**src/rtl/wb_arb_pkg.sv**
```systemverilog
// Shared types and constants for the writeback port arbiter: FSM states,
// write-source codes and datapath widths.
package wb_arb_pkg;

    localparam int STARVE_LIMIT_DEFAULT = 4;
    localparam int RD_W                 = 5;
    localparam int DATA_W               = 32;
    localparam int FIFO_DEPTH           = 2;

    typedef enum logic [1:0] {
        ST_IDLE    = 2'd0,
        ST_PENDING = 2'd1,
        ST_FORCE   = 2'd2
    } arbState_t;

    localparam logic SRC_PIPE = 1'b0;
    localparam logic SRC_LU   = 1'b1;

    // x0 is never a real destination, so it never matches for WAW purposes.
    function automatic logic rdMatch(input logic [RD_W-1:0] a, input logic [RD_W-1:0] b);
        return (a != '0) && (a == b);
    endfunction

endpackage

```
**src/rtl/wb_arb_fifo.sv**
```systemverilog
// Two-entry queue of long-latency results. Each slot carries a valid bit that a
// younger in-order write to the same rd can clear while the slot stays queued.
module wb_arb_fifo
    import wb_arb_pkg::*;
(
    input  logic              clk,
    input  logic              rst_n,
    input  logic              pushEn,
    input  logic              pushValid,
    input  logic [RD_W-1:0]   pushRd,
    input  logic [DATA_W-1:0] pushData,
    input  logic              popEn,
    input  logic              invEn,
    input  logic [RD_W-1:0]   invRd,
    output logic [1:0]        count,
    output logic              headPresent,
    output logic              headValid,
    output logic [RD_W-1:0]   headRd,
    output logic [DATA_W-1:0] headData,
    output logic              anyValidNext
);

    logic                  rdPtrReg;
    logic                  wrPtrReg;
    logic [1:0]            countReg;
    logic [FIFO_DEPTH-1:0] slotValid;
    logic [FIFO_DEPTH-1:0] slotValidNext;
    logic [RD_W-1:0]       slotRd   [FIFO_DEPTH];
    logic [DATA_W-1:0]     slotData [FIFO_DEPTH];

    generate
        for (genvar gi = 0; gi < FIFO_DEPTH; gi++) begin : gSlot
            logic              validReg;
            logic [RD_W-1:0]   rdReg;
            logic [DATA_W-1:0] dataReg;
            logic              pushHere;
            logic              popHere;
            logic              invHere;

            assign pushHere = pushEn & (wrPtrReg == 1'(gi));
            assign popHere  = popEn & (rdPtrReg == 1'(gi));
            assign invHere  = invEn & validReg & rdMatch(rdReg, invRd);

            // A popped slot drops its valid bit, so validReg also means "occupied and live".
            assign slotValidNext[gi] = pushHere ? pushValid : (validReg & ~popHere & ~invHere);

            always_ff @(posedge clk or negedge rst_n) begin
                if (!rst_n) begin
                    validReg <= 1'b0;
                    rdReg    <= '0;
                    dataReg  <= '0;
                end else begin
                    validReg <= slotValidNext[gi];
                    if (pushHere) begin
                        rdReg   <= pushRd;
                        dataReg <= pushData;
                    end
                end
            end

            assign slotValid[gi] = validReg;
            assign slotRd[gi]    = rdReg;
            assign slotData[gi]  = dataReg;
        end
    endgenerate

    always_ff @(posedge clk or negedge rst_n) begin
        if (!rst_n) begin
            rdPtrReg <= 1'b0;
            wrPtrReg <= 1'b0;
            countReg <= 2'd0;
        end else begin
            if (pushEn) begin
                wrPtrReg <= ~wrPtrReg;
            end
            if (popEn) begin
                rdPtrReg <= ~rdPtrReg;
            end
            countReg <= countReg + {1'b0, pushEn} - {1'b0, popEn};
        end
    end

    assign count        = countReg;
    assign headPresent  = (countReg != 2'd0);
    assign headValid    = slotValid[rdPtrReg];
    assign headRd       = slotRd[rdPtrReg];
    assign headData     = slotData[rdPtrReg];
    assign anyValidNext = |slotValidNext;

endmodule

```
**src/rtl/wb_port_arbiter.sv**
```systemverilog
// Shares the single register-file write port between the in-order pipeline and
// a long-latency unit, with WAW squashing and a starvation-forced stall.
module wb_port_arbiter
    import wb_arb_pkg::*;
#(
    parameter int STARVE_LIMIT = STARVE_LIMIT_DEFAULT
) (
    input  logic              clk,
    input  logic              rst_n,
    input  logic              pipe_valid,
    input  logic              pipe_regwen,
    input  logic [RD_W-1:0]   pipe_rd,
    input  logic [DATA_W-1:0] pipe_data,
    input  logic              lu_valid,
    input  logic [RD_W-1:0]   lu_rd,
    input  logic [DATA_W-1:0] lu_data,
    output logic              lu_ready,
    output logic              rf_we,
    output logic [RD_W-1:0]   rf_rd,
    output logic [DATA_W-1:0] rf_wdata,
    output logic              rf_src,
    output logic              pipe_stall
);

    localparam logic [3:0] FORCE_AT = 4'(STARVE_LIMIT - 1);

    arbState_t         stateReg;
    logic [3:0]        waitCntReg;
    logic              pipeStallReg;
    logic              rfWeReg;
    logic [RD_W-1:0]   rfRdReg;
    logic [DATA_W-1:0] rfWdataReg;
    logic              rfSrcReg;

    logic              forceCycle;
    logic              pipeActive;
    logic              pipeGrant;
    logic              luAccept;
    logic              luHasRd;
    logic              bypassGrant;
    logic              headGrant;
    logic              popEn;
    logic              pushEn;
    logic              pushValid;
    logic              headStaysValid;
    logic              starveNow;

    logic [1:0]        fifoCount;
    logic              headPresent;
    logic              headValid;
    logic [RD_W-1:0]   headRd;
    logic [DATA_W-1:0] headData;
    logic              anyValidNext;

    assign forceCycle = (stateReg == ST_FORCE);
    assign pipeActive = pipe_valid & pipe_regwen & (pipe_rd != '0);
    // During the forced cycle the pipeline write is ignored; it is replayed next cycle.
    assign pipeGrant  = pipeActive & ~forceCycle;

    assign lu_ready   = (fifoCount != 2'd2);
    assign luAccept   = lu_valid & lu_ready;
    assign luHasRd    = (lu_rd != '0);

    assign popEn      = headPresent & ~pipeGrant;
    assign headGrant  = popEn & headValid;

    // Empty queue and idle pipeline: the result falls straight through to the port.
    assign bypassGrant = luAccept & luHasRd & ~headPresent & ~pipeActive;
    assign pushEn      = luAccept & luHasRd & ~bypassGrant;
    assign pushValid   = ~(pipeGrant & rdMatch(lu_rd, pipe_rd));

    assign headStaysValid = headValid & ~(pipeGrant & rdMatch(headRd, pipe_rd));
    assign starveNow      = (waitCntReg == FORCE_AT) & headStaysValid & ~popEn;

    wb_arb_fifo uFifo (
        .clk          (clk),
        .rst_n        (rst_n),
        .pushEn       (pushEn),
        .pushValid    (pushValid),
        .pushRd       (lu_rd),
        .pushData     (lu_data),
        .popEn        (popEn),
        .invEn        (pipeGrant),
        .invRd        (pipe_rd),
        .count        (fifoCount),
        .headPresent  (headPresent),
        .headValid    (headValid),
        .headRd       (headRd),
        .headData     (headData),
        .anyValidNext (anyValidNext)
    );

    always_ff @(posedge clk or negedge rst_n) begin
        if (!rst_n) begin
            stateReg     <= ST_IDLE;
            waitCntReg   <= 4'd0;
            pipeStallReg <= 1'b0;
        end else begin
            if (popEn) begin
                waitCntReg <= 4'd0;
            end else if (headValid && (waitCntReg != 4'hF)) begin
                waitCntReg <= waitCntReg + 4'd1;
            end

            case (stateReg)
                ST_PENDING: begin
                    if (starveNow) begin
                        stateReg     <= ST_FORCE;
                        pipeStallReg <= 1'b1;
                    end else begin
                        stateReg     <= anyValidNext ? ST_PENDING : ST_IDLE;
                        pipeStallReg <= 1'b0;
                    end
                end
                default: begin
                    stateReg     <= anyValidNext ? ST_PENDING : ST_IDLE;
                    pipeStallReg <= 1'b0;
                end
            endcase
        end
    end

    always_ff @(posedge clk or negedge rst_n) begin
        if (!rst_n) begin
            rfWeReg    <= 1'b0;
            rfRdReg    <= '0;
            rfWdataReg <= '0;
            rfSrcReg   <= SRC_PIPE;
        end else begin
            rfWeReg <= pipeGrant | headGrant | bypassGrant;
            if (pipeGrant) begin
                rfRdReg    <= pipe_rd;
                rfWdataReg <= pipe_data;
                rfSrcReg   <= SRC_PIPE;
            end else if (headGrant) begin
                rfRdReg    <= headRd;
                rfWdataReg <= headData;
                rfSrcReg   <= SRC_LU;
            end else if (bypassGrant) begin
                rfRdReg    <= lu_rd;
                rfWdataReg <= lu_data;
                rfSrcReg   <= SRC_LU;
            end
        end
    end

    assign rf_we      = rfWeReg;
    assign rf_rd      = rfRdReg;
    assign rf_wdata   = rfWdataReg;
    assign rf_src     = rfSrcReg;
    assign pipe_stall = pipeStallReg;

endmodule

```
**config.mk**
```make
export PLATFORM = sky130hd
export DESIGN_NAME = wb_port_arbiter
export DESIGN_NICKNAME = d
export VERILOG_FILES = /design/src/rtl/wb_arb_pkg.sv /design/src/rtl/wb_arb_fifo.sv /design/src/rtl/wb_port_arbiter.sv
export SDC_FILE = /design/constraint.sdc
export NUM_CORES = 1
export LEC_CHECK = 0
export ABC_AREA = 1
export BUFFER_PORTS_ARGS = -buffer_cell sky130_fd_sc_hd__buf_2
export CORE_MARGIN = 2
export CORE_UTILIZATION = 42
export DETAILED_ROUTE_END_ITERATION = 8
export PLACE_DENSITY = 0.69
export SYNTH_ARGS = -nofsm -noshare
export SYNTH_HDL_FRONTEND = slang
export SYNTH_SLANG_ARGS = --single-unit
```
**constraint.sdc**
```tcl
create_clock -name clk -period 1.4 [get_ports clk]
set_clock_uncertainty 0.05 [all_clocks]
set_input_delay 0.21 -clock clk [delete_from_list [all_inputs] [get_ports clk]]
set_output_delay 0.21 -clock clk [all_outputs]
set_load 0.02 [all_outputs]
```
==> qor.yml <==
status: "finished, violations left"
violations: "negative setup slack"
ioPinCount: 120
maxSlewViolCount: 0
worst_ep_arrival_time_ns: 2.01
path_cells: "nor2_2, inv_2, nand2_4, inv_4, nand2_4, nand2_4, nor2_4, buf_12, buf_12, buf_16, nand2_2, nand2_1"
via_per_inst: 5.25
worst_path_max_delay_cell: "dfrtp_1"
p_leak_nw: 5.78
synth_compound_area_share_pct: 6.37
p_total_mw: 26.3
grt_setup_unrepaired: "yes"
grt_pass1_vias: 6606
multi_input_area_um2: 3870
endpoint: "rf_wdata[18]$_DFFE_PN0P_"
die_y_um: 129
fin_ws_ns: -0.295
min_period_over_period_pct: 121
cts_root_buffer: "clkbuf_16"
regToRegSetupSlack_ns: -0.29
clock_sinks: 125
overflow: 0
dpl.hpwl_mm: 11.8
clock_insertion_delay_worst_skew_ns: 0.42
start_kind: "register"
fmax_mhz: 590
crit_fanout: 7
ys_ff_latch: 125
clk_pin_slew_ns: 0.06
final-seq-area_um2: 3130
wirelength_mm: 23.7
rows: 45
power.internal_mw: 15.1
combPwrFrac_pct: 57.7
final_nets: 1282
antenna_found_initial: 1
die_w_um: 129
hp-class: "in -> reg"
synth_top_family_by_area: "simple AND/OR/NAND/NOR gates"
reg2reg_from: "uFifo.count[1]$_DFF_PN0_"
initial_core_util_pct: 43.1
final_cells: 1401
syn-num-nets: 1027
finish.utilization_pct: 71.4
ant_nets: 0
finalSetupViolations: 125
cellPowerDensity_nw_per_um2: 2420
grt.total_usage_pct: 25.0
synthSimpleGateAreaFrac_pct: 36.5
htree_num_levels: 4
max_stage_delay_ns: 0.40
maxSlewHeadroom_pct: 74.2
tightest_slew_ns: 0.388
synthAdderAreaFrac_pct: 0.573
cp_common_cell: "nand2_4"
muxShareOfSynthArea_pct: 0
endpoint_kind: "register"
p_sw_mw: 11.2
cp_num_cells: 12
gp_congestion: 0.902
antennaDiodeCount: 0
placed_cells: 1284
drt-pass1-iter-count: 5
drive_gt1_share_pct: 41.5
cts_buffer_depth: 2
fill_cells: 1093
synth_xor_area_share_pct: 1.20
cts_buffers: 17
swShare_pct: 42.5
cts_tree: "done"
vdd_drop_max_mv: 1.35
synth_area_um2: 6560
vias: 7360
ys_types: 23
drc: 0
period_needed_ns: 1.69
io_buffers: 119
r2r_cells: 12
pre_cts_ws_ns: -0.363
dieArea_um2: 16600
path_class: "reg -> reg"
grt_pass1_wl_mm: 32.5
p_seq_share_pct: 24.6
core_area_um2: 15200
timing.critical_path.from: "uFifo.count[1]$_DFF_PN0_"
hold_viol: 0
wl_per_cell_um: 16.9
drv_cap: 0
worstPathRequired_ns: 1.71
clkPwrFrac_pct: 17.7
seq_area_frac_synth_pct: 47.7
synth-warning-count: 0
area_growth_pct: 65.7
synth_cells: 945
worst-path-buf-inv: 5
cp_top_family: "simple AND/OR/NAND/NOR gates"
postSynthAreaPerCell_um2: 6.94
r2r_end: "rf_wdata[18]$_DFFE_PN0P_"
drt_iter0_drc: 576
grt_max_degree: 46
## power by group through the flow
| stage | combinational, mW | sequential [mW] | clock (mW) |
|---|---|---|---|
| floorplan | 5.59 | 6.79 | 0 |
| global placement | 9.38 | 6.21 | 0 |
| detailed placement | 9.55 | 6.24 | 0 |
| CTS | 12.2 | 6.25 | 4.66 |
| global route | 16.3 | 6.60 | 4.89 |
| finish | 15.2 | 6.45 | 4.65 |
## worst reg2reg max path, delay by kind of cell (launching register included)
| kind | cells | cell delay [ns] |
|---|---|---|
| DFF | 1 | 0.40 |
| buffers and inverters | 5 | 0.57 |
| and+or+nand+nor | 7 | 0.61 |
## metrics by stage
stage | cell area (um^2) | setup TNS (ns) | hold WS (ns)
floorplan | 6670 | -9.08 | -0.136
global placement | 8010 | -24.73 | 0.0623
detailed placement | 8010 | -25.89 | 0.0604
CTS | 9800 | -20.86 | -0.0323
global route | 10900 | -32.80 | 0.0310
finish | 10900 | -27.82 | 0.0298
## synth_stat cells
library cell  number  area share, %
nor2_1            98            5.6
xor2_1             2           0.27
dfrtp_1          125             48
buf_4              5           0.57
inv_1             68            3.9
inv_2              4           0.23
ha_1               3           0.57
nor3_1             3           0.23
nor4_1             1          0.095
nand2_4            1           0.17
o31ai_1            1           0.11
nand2_1          437             25
nand4_1            4           0.38
or2_2              2           0.19
xnor2_1            7           0.94
nor2_4             1           0.17
o21ai_0           80            6.1
nand3_1           57            4.4
nand3_2            2           0.31
buf_2             27            2.1
a21oi_1            2           0.15
buf_1              6           0.34
clkbuf_1           9           0.52
## timing repair
action / 4_1_cts / 5_1_grt
hold buffers: 32 / 0
resized for setup: 98 / 266
setup buffers: 22 / 8
setup endpoints to repair: 124 / 127
pin swaps: 28 / 46
hold endpoints to repair: 184 / 0
gates cloned: 12 / 14
## worst min path at each step
stage | start | to | slack [ns] | depth (start not counted)
final | lu_data[30] | uFifo.gSlot[0].dataReg[30]$_DFFE_PN0N_ | 0.03 | 3
after global routing | lu_data[30] | uFifo.gSlot[0].dataReg[30]$_DFFE_PN0N_ | 0.03 | 3
after floorplan | rst_n | pipe_stall$_DFF_PN0_ | -0.14 | 0
after detailed placement | rst_n | uFifo.count[1]$_DFF_PN0_ | 0.06 | 1
after CTS | lu_data[30] | uFifo.gSlot[1].dataReg[30]$_DFFE_PN0P_ | -0.03 | 3
after global placement | rst_n | uFifo.count[1]$_DFF_PN0_ | 0.06 | 1
## routing by layer
metal | routed length, um | vias to the layer above | part of all wire (%) | GRT usage (%)
met4 | 842 | 2 | 3.5 | 9.02
li1 | - | 3437 | - | -
met5 | 16 | - | 0.067 | 0
met3 | 1580 | 80 | 6.7 | 5.61
met1 | 9650 | 3508 | 41 | 32.5
met2 | 11600 | 333 | 49 | 41.2
## placed cells by master (no fill, tap or decap), types with 22 or more instances in the layout
| cell | netlist | final |
|---|---|---|
| nand2_4 | 1 | 54 |
| dfrtp_1 | 125 | 123 |
| buf_6 | 0 | 26 |
| inv_1 | 68 | 60 |
| nand2_1 | 437 | 292 |
| clkbuf_16 | 0 | 27 |
| o21ai_1 | 0 | 25 |
| nand3_1 | 57 | 44 |
| nand2_2 | 0 | 91 |
| nor2_1 | 98 | 85 |
| buf_4 | 5 | 61 |
| dlygate4sd3_1 | 0 | 32 |
| o21ai_2 | 0 | 22 |
| o21ai_0 | 80 | 32 |
| buf_2 | 27 | 116 |
## cells by family after synthesis
group,Yosys count
adder cells (fa/ha/maj),3
buffers and inverters,119
XOR/XNOR,9
flip-flops,125
AND/OR/NAND/NOR,606
AO/OA/AOI/OAI,83
## area by class of cell
cell class	instances	share of cell area [%]
multi-input combinational	701	35.6
sequential	125	28.8
timing repair buffer	282	24.9
clock buffer	19	4.17
inverter	72	2.74
tap	188	2.17
clock inverter	13	1.51
timing repair inverter	1	0.104
## sequential cells by signal, indices dropped and copies added (netlist names), 2 cells and up
name	count
rf_wdata	32
uFifo.gSlot.dataReg	64
uFifo.count	2
rf_rd	5
waitCntReg	4
uFifo.gSlot.validReg	2
uFifo.gSlot.rdReg	10
(Power assumes the default switching activity.)
